## config.mk

```make
export PLATFORM = sky130hd
export DESIGN_NAME = uart_rx_os
export DESIGN_NICKNAME = d
export VERILOG_FILES = /design/src/rtl/uart_pkg.sv /design/src/rtl/uart_os_tick.sv /design/src/rtl/uart_rx_os.sv
export SDC_FILE = /design/constraint.sdc
export NUM_CORES = 1
export LEC_CHECK = 0
export BUFFER_PORTS_ARGS = -buffer_cell sky130_fd_sc_hd__buf_4
export CAP_MARGIN = 20
export CORE_MARGIN = 3
export CORE_UTILIZATION = 57
export DETAILED_ROUTE_END_ITERATION = 7
export PLACE_DENSITY = 0.88
export SLEW_MARGIN = 20
export SYNTH_ARGS = -nofsm -noshare
export SYNTH_HDL_FRONTEND = slang
export SYNTH_SLANG_ARGS = --single-unit
export TNS_END_PERCENT = 50
```

## constraint.sdc

```tcl
create_clock -name i_clk -period 1.96 [get_ports i_clk]
set_clock_uncertainty 0.15 [all_clocks]
set_input_delay 0 -clock i_clk [delete_from_list [all_inputs] [get_ports i_clk]]
set_output_delay 0 -clock i_clk [all_outputs]
set_load 0.05 [all_outputs]
```

## src/rtl/uart_pkg.sv

```systemverilog
// Shared definitions for the oversampling UART: parity encodings, receiver FSM
// state encodings and the oversample tick divider calculation.
package uart_pkg;

    localparam int unsigned PAR_NONE = 0;
    localparam int unsigned PAR_ODD  = 1;
    localparam int unsigned PAR_EVEN = 2;

    localparam logic [2:0] ST_IDLE   = 3'd0;
    localparam logic [2:0] ST_START  = 3'd1;
    localparam logic [2:0] ST_DATA   = 3'd2;
    localparam logic [2:0] ST_PARITY = 3'd3;
    localparam logic [2:0] ST_STOP   = 3'd4;

    function automatic int unsigned calc_div(input int unsigned clk_hz,
                                             input int unsigned baud,
                                             input int unsigned os);
        return clk_hz / (baud * os);
    endfunction

endpackage

```

## src/rtl/uart_os_tick.sv

```systemverilog
// Oversample tick generator: clock divider plus tick index, restartable so the
// sampling phase can be aligned to an incoming edge.
module uart_os_tick #(
    parameter int unsigned DIV        = 26,
    parameter int unsigned OVERSAMPLE = 16
) (
    input  logic                          i_clk,
    input  logic                          i_rst,
    input  logic                          i_restart,
    output logic                          o_tick,
    output logic [$clog2(OVERSAMPLE)-1:0] o_idx
);

    localparam int unsigned CW = $clog2(DIV);
    localparam int unsigned IW = $clog2(OVERSAMPLE);

    logic [CW-1:0] cnt;

    assign o_tick = (cnt == CW'(DIV - 1));

    always_ff @(posedge i_clk) begin
        if (i_rst || i_restart) begin
            cnt   <= '0;
            o_idx <= '0;
        end else if (o_tick) begin
            cnt   <= '0;
            o_idx <= (o_idx == IW'(OVERSAMPLE - 1)) ? '0 : o_idx + 1'b1;
        end else begin
            cnt <= cnt + 1'b1;
        end
    end

endmodule

```

## src/rtl/uart_rx_os.sv

```systemverilog
// Oversampling UART receiver with configurable data width, parity and stop bits;
// reports parity/frame errors and line breaks alongside a one-cycle data strobe.
module uart_rx_os
    import uart_pkg::*;
#(
    parameter int unsigned CLK_HZ     = 48000000,
    parameter int unsigned BAUD       = 115200,
    parameter int unsigned OVERSAMPLE = 16,
    parameter int unsigned DATA_BITS  = 8,
    parameter int unsigned PARITY     = 0,
    parameter int unsigned STOP_BITS  = 1
) (
    input  logic                 i_clk,
    input  logic                 i_rst,
    input  logic                 i_rx,
    output logic [DATA_BITS-1:0] o_data,
    output logic                 o_valid,
    output logic                 o_parity_err,
    output logic                 o_frame_err,
    output logic                 o_break,
    output logic                 o_busy
);

    localparam int unsigned DIV = calc_div(CLK_HZ, BAUD, OVERSAMPLE);
    localparam int unsigned IW  = $clog2(OVERSAMPLE);
    localparam int unsigned BW  = $clog2(DATA_BITS);

    localparam logic [IW-1:0] T_A = IW'(OVERSAMPLE / 2 - 1);
    localparam logic [IW-1:0] T_B = IW'(OVERSAMPLE / 2);
    localparam logic [IW-1:0] T_C = IW'(OVERSAMPLE / 2 + 1);

    if (DIV < 2 || OVERSAMPLE < 8 || OVERSAMPLE > 32 || (OVERSAMPLE % 2) != 0 ||
        DATA_BITS < 5 || DATA_BITS > 9 || PARITY > 2 ||
        STOP_BITS < 1 || STOP_BITS > 2) begin : g_bad_params
        $error("uart_rx_os: unsupported parameter set");
    end

    logic                 rx_meta;
    logic                 rx_sync;
    logic [2:0]           state;
    logic                 tick;
    logic [IW-1:0]        idx;
    logic                 restart;
    logic                 samp_a;
    logic                 samp_b;
    logic                 vote;
    logic                 vote_tick;
    logic [DATA_BITS-1:0] shreg;
    logic [BW-1:0]        bit_cnt;
    logic                 stop_cnt;
    logic                 stop_low;
    logic                 par_bit;
    logic                 par_calc;
    logic                 par_err;
    logic                 fe_now;
    logic                 brk_now;
    logic                 armed;

    always_ff @(posedge i_clk) begin
        if (i_rst) begin
            rx_meta <= 1'b1;
            rx_sync <= 1'b1;
        end else begin
            rx_meta <= i_rx;
            rx_sync <= rx_meta;
        end
    end

    // Only a disarmed receiver (after a break) ignores a low line in IDLE.
    assign restart = (state == ST_IDLE) && !rx_sync && armed;

    uart_os_tick #(
        .DIV        (DIV),
        .OVERSAMPLE (OVERSAMPLE)
    ) u_tick (
        .i_clk     (i_clk),
        .i_rst     (i_rst),
        .i_restart (restart),
        .o_tick    (tick),
        .o_idx     (idx)
    );

    always_ff @(posedge i_clk) begin
        if (i_rst) begin
            samp_a <= 1'b1;
            samp_b <= 1'b1;
        end else if (tick && idx == T_A) begin
            samp_a <= rx_sync;
        end else if (tick && idx == T_B) begin
            samp_b <= rx_sync;
        end
    end

    assign vote_tick = tick && (idx == T_C);
    assign vote      = (samp_a & samp_b) | (samp_a & rx_sync) | (samp_b & rx_sync);
    assign o_busy    = (state != ST_IDLE);

    always_comb begin
        par_calc = (^shreg) ^ par_bit;
        par_err  = 1'b0;
        if (PARITY == PAR_ODD) begin
            par_err = !par_calc;
        end else if (PARITY == PAR_EVEN) begin
            par_err = par_calc;
        end
        fe_now  = stop_low | ~vote;
        brk_now = fe_now && (shreg == '0) && ((PARITY == PAR_NONE) || !par_bit);
    end

    // Each state consumes the next mid-bit vote, so transitions happen mid-bit
    // and the frame completes at the last stop vote rather than at its bit end.
    always_ff @(posedge i_clk) begin
        if (i_rst) begin
            state        <= ST_IDLE;
            o_data       <= '0;
            o_valid      <= 1'b0;
            o_parity_err <= 1'b0;
            o_frame_err  <= 1'b0;
            o_break      <= 1'b0;
            shreg        <= '0;
            bit_cnt      <= '0;
            stop_cnt     <= 1'b0;
            stop_low     <= 1'b0;
            par_bit      <= 1'b0;
            armed        <= 1'b1;
        end else begin
            o_valid <= 1'b0;
            case (state)
                ST_IDLE: begin
                    if (tick && rx_sync) begin
                        armed <= 1'b1;
                    end
                    if (restart) begin
                        state <= ST_START;
                    end
                end
                ST_START: begin
                    if (vote_tick) begin
                        if (!vote) begin
                            state    <= ST_DATA;
                            bit_cnt  <= '0;
                            stop_cnt <= 1'b0;
                            stop_low <= 1'b0;
                            par_bit  <= 1'b0;
                        end else begin
                            state <= ST_IDLE;
                        end
                    end
                end
                ST_DATA: begin
                    if (vote_tick) begin
                        shreg   <= {vote, shreg[DATA_BITS-1:1]};
                        bit_cnt <= bit_cnt + 1'b1;
                        if (bit_cnt == BW'(DATA_BITS - 1)) begin
                            state <= (PARITY != PAR_NONE) ? ST_PARITY : ST_STOP;
                        end
                    end
                end
                ST_PARITY: begin
                    if (vote_tick) begin
                        par_bit <= vote;
                        state   <= ST_STOP;
                    end
                end
                ST_STOP: begin
                    if (vote_tick) begin
                        if (stop_cnt == 1'(STOP_BITS - 1)) begin
                            o_data       <= shreg;
                            o_parity_err <= par_err;
                            o_frame_err  <= fe_now;
                            o_break      <= brk_now;
                            o_valid      <= 1'b1;
                            armed        <= !brk_now;
                            state        <= ST_IDLE;
                        end else begin
                            stop_cnt <= 1'b1;
                            stop_low <= stop_low | ~vote;
                        end
                    end
                end
                default: state <= ST_IDLE;
            endcase
        end
    end

endmodule

```

# == Yosys cells after proc, flatten, opt, wreduce, memory -nomap -nowiden ==
# Cells that the tools add are included.
# op_classes
add_sub_neg,3
n_eq_ne,20
muxes,27
bitwise,11
n_reduce_logical,26
# ops
op,n
two-way mux 3 bit,10
"inequality test 2 bit, second input constant",8
case mux 3 bit (5 select lines),1
"== test 4 bit, second input constant",3
AND reduction 4 bit,3
two-way mux 1 bit,10
logical NOT 8 bit,1
logical AND 1 bit,7
AND reduction 7 bit,1
"== test 3 x 2 -> 1 bit, second input constant",2
"== test 3 bit, second input constant",2
case mux 1 bit (2 select lines),3
case mux 3 bit (2 select lines),1
nonzero test 2 bit,3
"adder 5 x 1 -> 5 bit, second input constant",1
"== test 5 bit, second input constant",1
NOT 1 bit,5
AND reduction 5 bit,1
"adder 4 x 1 -> 4 bit, second input constant",1
"== test 4 x 3 -> 1 bit, second input constant",1
two-way mux 4 bit,1
"inequality test 2 x 1 -> 1 bit, second input constant",2
AND reduction 2 bit,2
"adder 3 x 1 -> 3 bit, second input constant",1
11 further kinds,16
# word_totals
reg_bits,41
in_bits,3
out_inout_bits,13

# == Depth between registers and ports, before layout ==
# depth
word_depth,10
mapped_depth,7
mapped_depth_nobuf,6

# == Cells and area by module ==
# Synthesis repeated with hierarchy kept, for this count alone.
# hier_totals
hier_cells,174
area_unflattened_um2,1670.4
# by_module_without_submodules
module,instances,cells_per_inst,area_per_inst_um2
uart_rx_os,1,132,1272.5
uart_os_tick,1,42,397.9

# == Worst setup path before layout ==
# No wires, ideal clock.
# synth_timing
path_type,register to register
startpoint,register u_tick.o_idx[0]
endpoint,register shreg[5]
setup_time_ns,0.128
t_arrival_ns,1.512
required_ns,1.682
setup_slack_ns,0.171
path_stages_with_launch,7
n_path_buf,1
cell_sequence,dfxtp_1 -> ha_1 -> nand3b_1 -> nor4_4 -> buf_6 -> mux2i_1 -> nor2_1
# synth_via
elab_chain_len,3
# synth_lines
element,line,rtl
"start, declared",uart_os_tick.sv:11,output logic [$clog2(OVERSAMPLE)-1:0] o_idx
"start signal, assigned",uart_os_tick.sv:27,o_idx <= (o_idx == IW'(OVERSAMPLE - 1)) ? '0 : o_idx + 1'b1;
== test 4 bit,uart_rx_os.sv:94,assign vote_tick = tick && (idx == T_C);
logical AND 1 bit,uart_rx_os.sv:94,
AND reduction 2 bit (no line),--,
"end signal, assigned",uart_rx_os.sv:152,"shreg <= {vote, shreg[DATA_BITS-1:1]};"
"end, declared",uart_rx_os.sv:48,logic [DATA_BITS-1:0] shreg;
# No other way between the ends.
# A chain may end at the register's enable or synchronous reset.

# == Final worst setup path ==
# layout_timing
startpoint,register u_tick.o_idx[0]
endpoint,register o_data[0]
# layout_via
elab_chain_len,3
# layout_lines
element,line,rtl
== test 4 bit,uart_rx_os.sv:94,
logical AND 1 bit,uart_rx_os.sv:94,
AND reduction 3 bit (no line),--,
"end signal, assigned",uart_rx_os.sv:168,o_data <= shreg;
"end, declared",uart_rx_os.sv:16,"output logic [DATA_BITS-1:0] o_data,"
# No other way between the ends.

==> impl_metrics.csv <==
group,metric,value,unit
floorplanning,start_util,62.19,%
worst_hold_path,hp-start,"rx_meta",
critical_path,reg2reg_to,"o_data[0]",
critical_path,worstSetupStartpointType,"flop",
sta,setup_viol,0,
clocking,h-tree-depth,2,
critical_path,critPathRequiredTime,2050,ps
synth,async_flop_share,0,%
global_routing,grt_pass1_vias,1403,
global_routing,grt_overflow,0,
sta,final_max_slew_viol_count,0,
finish,multiInputGateArea,885.9,µm²
critical_path,ff2ff_setup_slack,110,ps
routing,dr.pass1.iters,4,
power,seqPwrFrac,63.8,%
power,pwr-share-comb,4.4,%
floorplanning,dieArea,0.003818,mm²
global_routing,antenna_found_initial,0,
synth,synth.top_cell.area_share,45.13,%
critical_path,worstPathCellList,"ha_1, nand3b_1, nor3_4, buf_12, mux2i_1, nor2_1",
power,p_leak,0.7884,nW
critical_path,r2r_cells,6,
global_routing,gr-usage-all-layers,21.98,%
routing,wl_per_cell,14.90,µm
run,drv_cap,0,
sta,setup_slack,109.6,ps
synth,ys_seq_area_share,45.13,%
synth,synth_ff_type,"dfxtp_1",
critical_path,rr_startpoint,"u_tick.o_idx[0]",
sta,clock.fmax,540.4,MHz
power,p_int,0.9821,mW
routing,vias,1373,
routing,ant_nets,0,
synth,syn-instance-count,182,
floorplanning,core_area,0.002853,mm²
floorplanning,design.portCount,16,
synth,ys_seq_elements,40,
floorplanning,placement_rows,19,
clocking,clock_latency,360,ps
critical_path,crit_fanout,11,
power,max-vdd-ir-drop,0.5600,mV
power,switching_share,24.65,%
critical_path,endpoint_kind,"flop",
worst_hold_path,hold_depth,1,
floorplanning,dieHeight,61.79,µm
routing,drc_errors,0,
worst_hold_path,hold_path_class,"flop to flop",
sta,hold_viol_final,0,
finish,synthToLayoutAreaGrowth,15.02,%
finish,seq_area,802.0,µm²
placed_design,place_congestion,0.7632,
run_status,status,"finished, final reports clean",
power,clkPwrFrac,31.8,%
synth,synth_nets,192,
synth,synth_area_leader_cell,"dfxtp_1",
finish,n_antenna_cell,0,
routing,drt_iter0_markers,71,
critical_path,critical_path_buf_inv_count,1,
global_routing,grt_max_degree,35,
clocking,cts.sinks,40,
finish,layout-drive-gt1-share,21.74,%
synth,yosys-top-cells-area,"dfxtp_1 (45%), mux2i_1 (10%), nor2_1 (6.1%), ha_1 (4.9%), a21oi_1 (2.5%)",
routing,vias_per_cell,5.769,
clocking,cts_buffer_depth,2,
sta,period_minus_slack,1850,ps
synth,synth_edf_count,0,
synth,netlist-cell-type-count,44,
synth,synth_warnings,0,
critical_path,cpPeakStageDelay,450,ps
sta,min_period_over_period,94.41,%
critical_path,crit_family,"simple AND/OR/NAND/NOR gates",
synth,syn_avg_cell_area,9.748,µm²
global_routing,grt_pass1_wl,6182,µm
critical_path,criticalPathCategory,"flop to flop",
worst_hold_path,hold_end,"rx_sync",
placed_design,dpl.hpwl,2406,µm
clocking,cts.clk_slew.worst_paths,120,ps
critical_path,cp_slowest_cell,"dfxtp_1",
floorplanning,die_w,61.79,µm
finish,final_core_util,71.54,%
finish,fin_nets,216,
placed_design,io_buffers,14,
clocking,cts_buffers,5,
placed_design,pre_cts_ws,92.32,ps
clocking,cts-root-buf,"clkbuf_4",
power,pwr_density_cell,638.7,mW/mm²
routing,drt-total-wl,3547,µm
clocking,cts_tree,"yes",
finish,fillerInstances,204,
critical_path,crit_arrival,1940,ps
power,switchingPower,0.3212,mW
synth,syn_area,0.001774,mm²
[repair_timing]
item                                    CTS  global route
endpoints found under the setup margin    0             9
gates resized for setup                   0             3
endpoints found under the hold margin    31             0
hold buffers                              3             0
setup buffers                             0             4
[area by class of cell]
class                           count  share of cell area [%]
Inverter                            6                   1.104
Timing Repair Buffer               27                   11.53
Clock inverter                      3                  0.9197
Sequential cell                    40                   39.30
Clock buffer                        5                   1.839
Multi-Input combinational cell    126                   43.41
Tap cell                           31                   1.901
[power groups by stage]
stage | combinational, mW | sequential (mW) | clock (mW)
after floorplan | 0.0439 | 0.845 | 0
after global placement | 0.0492 | 0.847 | 0
after detailed placement | 0.0512 | 0.848 | 0
after CTS | 0.0566 | 0.830 | 0.422
after global routing | 0.0631 | 0.833 | 0.465
final | 0.0574 | 0.831 | 0.415
[layer usage]
layer	share of wire (%)	global-route usage [%]
met4	1.4	8.788
met3	4.6	6.612
met1	42	25.61
met5	0	0
met2	52	37.67
[logic make-up (layout without fill, tap and decap cells)]
| logic type | count (synthesis) | in the layout | synth area share [%] |
|---|---|---|---|
| AOI/OAI and AO/OA | 24 | 24 | 8.886 |
| DFF | 40 | 40 | 45.13 |
| buffers and inverters | 16 | 41 | 5.147 |
| xor gates and xnor gates | 4 | 4 | 1.975 |
| and+or+nand+nor | 71 | 71 | 22.99 |
| muxes | 18 | 18 | 10.15 |
| adders and majority gates | 8 | 8 | 5.501 |
| other | 1 | 1 | 0.2114 |
[through the flow]
stage	cells	cell area, µm²	total power, mW	setup TNS, ps	hold WS, ps
after floorplan	182	1774	0.8885	0	-46.19
after global placement	223	1919	0.8967	0	34.53
after detailed placement	223	1919	0.8996	0	38.83
after CTS	234	2006	1.309	0	278.5
after global routing	238	2041	1.361	-15.12	300.5
final	238	2041	1.303	0	274.7
[cells in the final DEF, fill, tap and decap left out, types with 3 or more instances in the layout]
cell type / Yosys / layout
clkbuf_4: 0 / 5
nand3_1: 4 / 4
xor2_1: 3 / 3
dlygate4sd3_1: 0 / 3
nand2_1: 8 / 8
mux2i_1: 18 / 18
o21ai_0: 3 / 3
nor3_1: 6 / 6
buf_4: 2 / 22
a21oi_1: 9 / 9
ha_1: 7 / 6
inv_1: 6 / 6
nor2_1: 29 / 29
nand2b_1: 4 / 4
dfxtp_1: 40 / 39
[worst max-delay path by stage]
stage | end | slack (ps) | from | depth (start not counted)
after floorplan | shreg[5] | 170 | u_tick.o_idx[0] | 6
after global placement | shreg[3] | 150 | u_tick.o_idx[0] | 6
after detailed placement | o_break | 90 | u_tick.cnt[0] | 5
after CTS | o_break | 50 | u_tick.cnt[0] | 5
after global routing | shreg[7] | -10 | u_tick.cnt[1] | 7
final | o_data[0] | 110 | u_tick.o_idx[0] | 6
[synth_stat cells, types with 2 or more instances]
cell      instances
mux2i_1          18
nor2b_1           2
nand2b_1          4
clkbuf_1          4
nor3_1            6
ha_1              7
nor2_2            2
a311oi_1          2
dfxtp_1          40
buf_6             3
o21ai_0           3
nand2_1           8
nand3_1           4
a21oi_1           9
inv_1             6
or2_2             2
nor2_1           29
xor2_1            3
a211oi_1          2
buf_4             2
o31ai_1           2
nor4_1            2
[worst reg2reg max path: cells and delay by family, from the launching register on]
family	cells	cell delay [ps]
and+or+nand+nor	3	550
DFF	1	450
muxes	1	220
adders and majority gates	1	210
buffers and inverters	1	180
[state kept, by name, summed over array words and instances (netlist names), 3 cells and up]
name          cells
o_data            8
shreg             8
u_tick.cnt        5
u_tick.o_idx      4
bit_cnt           3
state             3
Note: power is estimated with default switching activity, not from simulation.
